<file path="config.mk">
export PLATFORM = sky130hd
export DESIGN_NAME = ps2_rx_flat
export DESIGN_NICKNAME = d
export VERILOG_FILES = /design/src/rtl/ps2_pkg.sv /design/src/rtl/ps2_rx_if.sv /design/src/rtl/ps2_filter.sv /design/src/rtl/ps2_rx.sv /design/src/flat_wrapper.sv
export SDC_FILE = /design/constraint.sdc
export NUM_CORES = 1
export LEC_CHECK = 0
export BUFFER_PORTS_ARGS = -buffer_cell sky130_fd_sc_hd__clkbuf_2
export CORE_ASPECT_RATIO = 1.25
export CORE_MARGIN = 2
export CORE_UTILIZATION = 59
export CTS_BUF_LIST = sky130_fd_sc_hd__clkbuf_16
export CTS_CLUSTER_SIZE = 24
export DETAILED_ROUTE_END_ITERATION = 8
export PLACE_DENSITY = 0.82
export SETUP_SLACK_MARGIN = 0.1
export SYNTH_ARGS = -nofsm -noshare
export SYNTH_HDL_FRONTEND = slang
export SYNTH_SLANG_ARGS = --single-unit
</file>
<file path="constraint.sdc">
create_clock -name clk -period 2.5 [get_ports clk]
set_input_delay 0.375 -clock clk [delete_from_list [all_inputs] [get_ports clk]]
set_output_delay 0.375 -clock clk [all_outputs]
set_load 0.005 [all_outputs]
</file>
<file path="src/rtl/ps2_pkg.sv">
// Shared definitions for the PS/2 receive path.
//   state_t      : receive FSM state encoding
//   PREFIX_EXT   : scan-code prefix for extended keys
//   PREFIX_BREAK : scan-code prefix for key release
package ps2_pkg;

  typedef enum logic [1:0] {
    ST_IDLE   = 2'd0,
    ST_DATA   = 2'd1,
    ST_PARITY = 2'd2,
    ST_STOP   = 2'd3
  } state_t;

  localparam logic [7:0] PREFIX_EXT   = 8'hE0;
  localparam logic [7:0] PREFIX_BREAK = 8'hF0;

  // Odd parity over data byte plus parity bit: a good frame has an odd ones count.
  function automatic logic odd_ok(input logic [7:0] data, input logic par);
    return ^{data, par};
  endfunction

endpackage

</file>
<file path="src/rtl/ps2_rx_if.sv">
// Bundle of PS/2 pad inputs and decoded scan-code outputs.
//   ps2_clk, ps2_data : raw pad signals (asynchronous to clk)
//   code              : last accepted scan code
//   code_valid        : one-cycle pulse, code/code_break/code_ext valid
//   code_break        : code was preceded by a release prefix
//   code_ext          : code was preceded by an extended prefix
//   frame_err         : one-cycle pulse on a malformed or timed-out frame
// slave  : the receiver (consumes pads, drives results)
// master : the pad side / downstream consumer
interface ps2_rx_if;
  logic       ps2_clk;
  logic       ps2_data;
  logic [7:0] code;
  logic       code_valid;
  logic       code_break;
  logic       code_ext;
  logic       frame_err;

  modport slave (
    input  ps2_clk, ps2_data,
    output code, code_valid, code_break, code_ext, frame_err
  );

  modport master (
    output ps2_clk, ps2_data,
    input  code, code_valid, code_break, code_ext, frame_err
  );
endinterface

</file>
<file path="src/rtl/ps2_filter.sv">
// Two-flop synchronizer followed by a debounce filter. The output level only
// changes after FILTER_LEN consecutive synchronized samples disagree with it.
// Everything resets to 1, the idle level of the PS/2 bus.
//   clk, rst_n : system clock, asynchronous active-low reset
//   i_raw      : raw asynchronous pad input
//   o_level    : filtered, synchronous level
module ps2_filter #(
  parameter int unsigned FILTER_LEN = 8
) (
  input  logic clk,
  input  logic rst_n,
  input  logic i_raw,
  output logic o_level
);

  localparam int unsigned CW = (FILTER_LEN < 2) ? 1 : $clog2(FILTER_LEN);

  logic          r_sync1;
  logic          r_sync2;
  logic          r_level;
  logic [CW-1:0] r_cnt;

  always_ff @(posedge clk or negedge rst_n) begin
    if (!rst_n) begin
      r_sync1 <= 1'b1;
      r_sync2 <= 1'b1;
    end else begin
      r_sync1 <= i_raw;
      r_sync2 <= r_sync1;
    end
  end

  // r_cnt counts disagreeing samples already seen; the FILTER_LEN-th one flips the level.
  always_ff @(posedge clk or negedge rst_n) begin
    if (!rst_n) begin
      r_level <= 1'b1;
      r_cnt   <= '0;
    end else if (r_sync2 == r_level) begin
      r_cnt <= '0;
    end else if (r_cnt == CW'(FILTER_LEN - 1)) begin
      r_level <= r_sync2;
      r_cnt   <= '0;
    end else begin
      r_cnt <= r_cnt + CW'(1);
    end
  end

  assign o_level = r_level;

endmodule

</file>
<file path="src/rtl/ps2_rx.sv">
// PS/2 device-to-host frame receiver and scan-code prefix decoder.
// Receives start/8 data (LSB first)/odd parity/stop frames on filtered falling
// edges of ps2_clk, folds E0/F0 prefixes into flags, and reports each other
// byte as a one-cycle code_valid pulse. No ASCII translation is done here.
//   clk, rst_n : system clock, asynchronous active-low reset
//   bus        : ps2_rx_if.slave (pads in, code/flags/pulses out)
module ps2_rx
  import ps2_pkg::*;
#(
  parameter int unsigned FILTER_LEN  = 8,
  parameter int unsigned TIMEOUT_CYC = 50000
) (
  input  logic      clk,
  input  logic      rst_n,
  ps2_rx_if.slave   bus
);

  localparam int unsigned TW = $clog2(TIMEOUT_CYC + 1);

  // Pad conditioning
  logic w_clk_filt;
  logic r_clk_filt_d;
  logic r_data_s1;
  logic r_data_s2;
  logic w_fall;
  logic w_data_s;

  ps2_filter #(.FILTER_LEN(FILTER_LEN)) u_clk_filt (
    .clk     (clk),
    .rst_n   (rst_n),
    .i_raw   (bus.ps2_clk),
    .o_level (w_clk_filt)
  );

  always_ff @(posedge clk or negedge rst_n) begin
    if (!rst_n) begin
      r_data_s1    <= 1'b1;
      r_data_s2    <= 1'b1;
      r_clk_filt_d <= 1'b1;
    end else begin
      r_data_s1    <= bus.ps2_data;
      r_data_s2    <= r_data_s1;
      r_clk_filt_d <= w_clk_filt;
    end
  end

  assign w_data_s = r_data_s2;
  assign w_fall   = r_clk_filt_d & ~w_clk_filt;

  // FSM and datapath state
  state_t        r_state;
  state_t        w_next;
  logic [2:0]    r_bit_cnt;
  logic [7:0]    r_shift;
  logic          r_parity;
  logic [TW-1:0] r_tmo_cnt;
  logic          w_timeout;

  // FSM outputs
  logic w_bit_clr;
  logic w_shift_en;
  logic w_par_en;
  logic w_frame_end;
  logic w_good;
  logic w_bad;

  // Result registers
  logic       r_ext;
  logic       r_break;
  logic [7:0] r_code;
  logic       r_code_valid;
  logic       r_code_break;
  logic       r_code_ext;
  logic       r_frame_err;

  // An edge in the same cycle as the expiry wins, so the frame keeps going.
  assign w_timeout = (r_state != ST_IDLE) && !w_fall &&
                     (r_tmo_cnt == TW'(TIMEOUT_CYC - 1));

  always_ff @(posedge clk or negedge rst_n) begin
    if (!rst_n) r_state <= ST_IDLE;
    else        r_state <= w_next;
  end

  always_comb begin
    w_next = r_state;
    unique case (r_state)
      ST_IDLE:   if (w_fall && !w_data_s)            w_next = ST_DATA;
      ST_DATA:   if (w_fall && (r_bit_cnt == 3'd7))  w_next = ST_PARITY;
      ST_PARITY: if (w_fall)                         w_next = ST_STOP;
      ST_STOP:   if (w_fall)                         w_next = ST_IDLE;
      default:                                       w_next = ST_IDLE;
    endcase
    if (w_timeout) w_next = ST_IDLE;
  end

  always_comb begin
    w_bit_clr   = 1'b0;
    w_shift_en  = 1'b0;
    w_par_en    = 1'b0;
    w_frame_end = 1'b0;
    unique case (r_state)
      ST_IDLE:   w_bit_clr   = w_fall && !w_data_s;
      ST_DATA:   w_shift_en  = w_fall;
      ST_PARITY: w_par_en    = w_fall;
      ST_STOP:   w_frame_end = w_fall;
      default:   ;
    endcase
  end

  assign w_good = w_frame_end &  (w_data_s & odd_ok(r_shift, r_parity));
  assign w_bad  = (w_frame_end & ~(w_data_s & odd_ok(r_shift, r_parity))) | w_timeout;

  always_ff @(posedge clk or negedge rst_n) begin
    if (!rst_n) begin
      r_bit_cnt <= '0;
      r_shift   <= '0;
      r_parity  <= 1'b0;
      r_tmo_cnt <= '0;
    end else begin
      if (w_bit_clr)       r_bit_cnt <= '0;
      else if (w_shift_en) r_bit_cnt <= r_bit_cnt + 3'd1;

      if (w_shift_en) r_shift  <= {w_data_s, r_shift[7:1]};
      if (w_par_en)   r_parity <= w_data_s;

      if ((r_state == ST_IDLE) || w_fall) r_tmo_cnt <= '0;
      else                                r_tmo_cnt <= r_tmo_cnt + TW'(1);
    end
  end

  // Prefix bytes only update flags; any other good byte is published with the
  // accumulated flags, which then clear. Errors clear flags but keep the code.
  always_ff @(posedge clk or negedge rst_n) begin
    if (!rst_n) begin
      r_ext        <= 1'b0;
      r_break      <= 1'b0;
      r_code       <= '0;
      r_code_valid <= 1'b0;
      r_code_break <= 1'b0;
      r_code_ext   <= 1'b0;
      r_frame_err  <= 1'b0;
    end else begin
      r_code_valid <= 1'b0;
      r_frame_err  <= w_bad;
      if (w_good) begin
        if (r_shift == PREFIX_EXT) begin
          r_ext <= 1'b1;
        end else if (r_shift == PREFIX_BREAK) begin
          r_break <= 1'b1;
        end else begin
          r_code       <= r_shift;
          r_code_break <= r_break;
          r_code_ext   <= r_ext;
          r_code_valid <= 1'b1;
          r_ext        <= 1'b0;
          r_break      <= 1'b0;
        end
      end else if (w_bad) begin
        r_ext   <= 1'b0;
        r_break <= 1'b0;
      end
    end
  end

  assign bus.code       = r_code;
  assign bus.code_valid = r_code_valid;
  assign bus.code_break = r_code_break;
  assign bus.code_ext   = r_code_ext;
  assign bus.frame_err  = r_frame_err;

endmodule
</file>
<file path="src/flat_wrapper.sv">
// flat-port wrapper written by rule: the top's interface ports become plain ports
module ps2_rx_flat import ps2_pkg::*;
#(
  parameter int unsigned FILTER_LEN  = 8,
  parameter int unsigned TIMEOUT_CYC = 50000
)
  (clk, rst_n, bus_ps2_clk, bus_ps2_data, bus_code, bus_code_valid, bus_code_break, bus_code_ext, bus_frame_err);
  ps2_rx_if bus_i ();
  input  logic clk;
  input  logic rst_n;
  input wire logic [$bits(bus_i.ps2_clk)-1:0] bus_ps2_clk;
  input wire logic [$bits(bus_i.ps2_data)-1:0] bus_ps2_data;
  output wire logic [$bits(bus_i.code)-1:0] bus_code;
  output wire logic [$bits(bus_i.code_valid)-1:0] bus_code_valid;
  output wire logic [$bits(bus_i.code_break)-1:0] bus_code_break;
  output wire logic [$bits(bus_i.code_ext)-1:0] bus_code_ext;
  output wire logic [$bits(bus_i.frame_err)-1:0] bus_frame_err;
  assign bus_i.ps2_clk = bus_ps2_clk;
  assign bus_i.ps2_data = bus_ps2_data;
  assign bus_code = bus_i.code;
  assign bus_code_valid = bus_i.code_valid;
  assign bus_code_break = bus_i.code_break;
  assign bus_code_ext = bus_i.code_ext;
  assign bus_frame_err = bus_i.frame_err;
  ps2_rx #(.FILTER_LEN(FILTER_LEN), .TIMEOUT_CYC(TIMEOUT_CYC)) u_core (.clk(clk), .rst_n(rst_n), .bus(bus_i));
endmodule
</file>
==> results.ini <==
[status]
outcome=complete, no violations

[sta]
tightest_slew_ns=0.669
hold_viol_final=0
setup_viol_count_final=0
max_slew_margin=0.554
min_period_ns=2.02
setup_ws_ns=0.476
final.setup_skew_ns=0.00984
rsz0062_at_grt=false
min_period_over_period=0.810
fmax_mhz=494
setup_tns_ns=0
slew_viol_final=0

[critical_path]
reg2reg_setup_slack_ns=0.48
critical_path_class=reg2reg
cp.required_ns=2.68
startpoint=u_core.r_state[0]
reg2reg_to=u_core.r_ext
arrival_ns=2.20
reg2regPathDepth=6
worstReg2RegStart=u_core.r_state[0]
cp-end-kind=flop
cp_max_fo=17
startpoint_type=flop

[logic_synthesis]
synthAdderAreaFrac=0.0472
yosysSeqAreaShare=0.559
avgSynthCellArea_um2=12.1
yosys_warnings=0
async_flop_share=1.00
synth_compound_area_frac=0.0477
syn_nets=211
synth_ff_type=dfrtp_1
syn_area_um2=2390
synth_xor_area_frac=0.0901
synth.distinct_cells=38
synthSimpleGateAreaFrac=0.157
netlist_instances=198
synth_mux_area_frac=0.0802
synth_top_area_frac=0.493
synth_edf_count=0
ys_ff_latch=53
synth_top_area_cell=dfrtp_1
ys_top_cells_by_area=dfrtp_1, mux2_2, dfstp_2
synth_top_family_by_area=simple AND/OR/NAND/NOR gates

[global_route]
antenna_found_initial=0
first_global_vias=1432
grt_remaining_overflow=0
grt_max_degree=28
grt_pass1_wl_um=6420
grtUsageTotal=0.195

[placed_design]
pre_cts_ws_ns=0.452
port_buffers=15
gp_congestion=0.793
dp_hpwl_um=2670

[layout]
drive_gt1_frac=0.243
fillers=291
area_delta_synth_final_pct=12.8
layout.nets=230
n_antenna_cell=0

[route]
drc=0
routedWlPerCell_um=13.7
vias=1436
drtIter0Drc=84
viasPerCell=5.28
first_pass_iters=4
postRouteAntennaNets=0
routed_wl_um=3720

[floorplanning]
io_pins=16
die_w_um=60.9
dieArea_um2=4570
num_rows=25
core_um2=3850
initial_core_util=0.620
die_y_um=75.1

[clocking]
ctsHtreeMaxLevel=2
clock-root-buffer=clkbuf_16
cts_resized=0
cts_buffers=5
cts.clk_slew.worst_paths_ns=0.07
clk-insertion-delay-late_ns=0.29
cts_tree=built
post_cts_buffers=0
cts.path.max_buffers=2
hold_buffers=0
cts_sinks=53

[pwr]
power.internal_w=0.00159
combPwrFrac=0.197
p_switching_w=0.000613
p_seq_frac=0.461
clkPwrFrac=0.343
switching_share=0.278
power_density_nw_per_um2=819
leakage_nw=1.27
irDropWorstVdd_uv=566

[job]
maxCapViolCount=0

[worst_hold_path]
hp-class=in2async

## synth_stat cells (2+ instances only)
master and count:
a21oi_1 5, and2_1 2, dfrtp_1 47, dfstp_2 6, ha_1 9, inv_1 6
mux2_2 17, nand2_1 10, nand3_1 10, nand4_1 3, nor2_1 23, nor2b_1 2
nor3_1 4, nor3b_1 3, o21ai_0 6, o22a_1 4, or3_1 2, xnor2_1 9
xor2_1 11
## through the flow
| stage | hold WS, ns | utilization | instances | power [W] | cell area [µm²] |
|---|---|---|---|---|---|
| 2_1_floorplan | 0.0794 | - | 198 | 0.00138 | 2390 |
| 3_3_place_gp | 0.346 | 0.657 | 264 | 0.00145 | 2530 |
| 3_5_place_dp | 0.347 | 0.657 | 264 | 0.00147 | 2530 |
| 4_1_cts | 0.130 | 0.700 | 272 | 0.00224 | 2690 |
| 5_1_grt | 0.159 | 0.700 | 272 | 0.00234 | 2690 |
| 6_report | 0.111 | 0.700 | 272 | 0.00221 | 2690 |
## layout by cell type (no fill, tap or decap), types with 2 or more instances in the layout
cell type	n
inv_1	6
clkbuf_2	15
a21oi_1	5
nor3_1	4
dfstp_2	6
dfrtp_1	47
nand4_1	3
nand2_1	10
nor3b_1	3
mux2_2	17
xnor2_1	9
nor2b_1	2
xor2_1	11
ha_1	9
or3_1	2
nand3_1	10
clkbuf_16	5
o22a_1	4
nor2_1	23
and2_1	2
o21ai_0	6
## final cells by class
type | instances | area (µm²) | share of cell area
flip-flops and latches | 53 | 1330 | 0.495
multi-input cells | 135 | 1010 | 0.374
clock buffers | 5 | 125 | 0.0465
repair buffers | 16 | 95.1 | 0.0353
well taps | 54 | 67.6 | 0.0251
clock inverters | 3 | 41.3 | 0.0153
inverters | 6 | 22.5 | 0.00836
## registers in the layout (all words and copies together), names as in the netlist
signal	flops
u_core.u_clk_filt.r_cnt	3
u_core.r_clk_filt_d	1
u_core.r_ext	1
u_core.bus.code_valid	1
u_core.bus.frame_err	1
u_core.r_state	2
u_core.bus.code_ext	1
u_core.bus.code_break	1
u_core.r_tmo_cnt	16
u_core.r_shift	8
u_core.r_data_s2	1
u_core.r_data_s1	1
u_core.r_parity	1
u_core.r_break	1
u_core.u_clk_filt.r_sync2	1
u_core.u_clk_filt.r_sync1	1
u_core.bus.code	8
u_core.u_clk_filt.o_level	1
u_core.r_bit_cnt	3
## critical path, stage by stage, from the launching register on
cell and delay, ns:
dfrtp_1 0.38, inv_1 0.09, ha_1 0.23, or2_2 0.46
nor4_4 0.39, a21oi_1 0.12, o22a_1 0.24
## kinds of logic after synthesis
logic type	Yosys count
xor+xnor	22
mux	17
compound gates	18
simple gates	69
buf+inv	10
fa+ha+maj	9
flops	53
## power by group through the flow
| stage | Sequential (W) | Combinational [W] | Clock (W) |
|---|---|---|---|
| after floorplan | 0.00102 | 0.000365 | 0 |
| final | 0.00102 | 0.000434 | 0.000756 |
| after global routing | 0.00103 | 0.000504 | 0.000811 |
| after detailed placement | 0.00103 | 0.000436 | 0 |
| after global placement | 0.00103 | 0.000418 | 0 |
| after CTS | 0.00102 | 0.000442 | 0.000780 |
## how the worst max path moves through the flow
stage,slack [ns],cells past startpoint,endpoint
after floorplan,0.62,7,u_core.r_ext
after global placement,0.54,5,u_core.r_ext
after detailed placement,0.45,6,u_core.r_ext
after CTS,0.45,6,u_core.r_ext
after global routing,0.28,6,u_core.r_ext
final,0.48,6,u_core.r_ext
## routing by layer
layer  track usage  part of all wire  wire length (µm)  up-vias
met5             0                 0                 0        -
met4        0.0797             0.018                68        0
met3        0.0515             0.025                93        7
met2         0.338              0.53              1980       21
met1         0.225              0.42              1580      691
li1              -                 -                 -      717
Note: power is estimated with default switching activity, not from simulation.
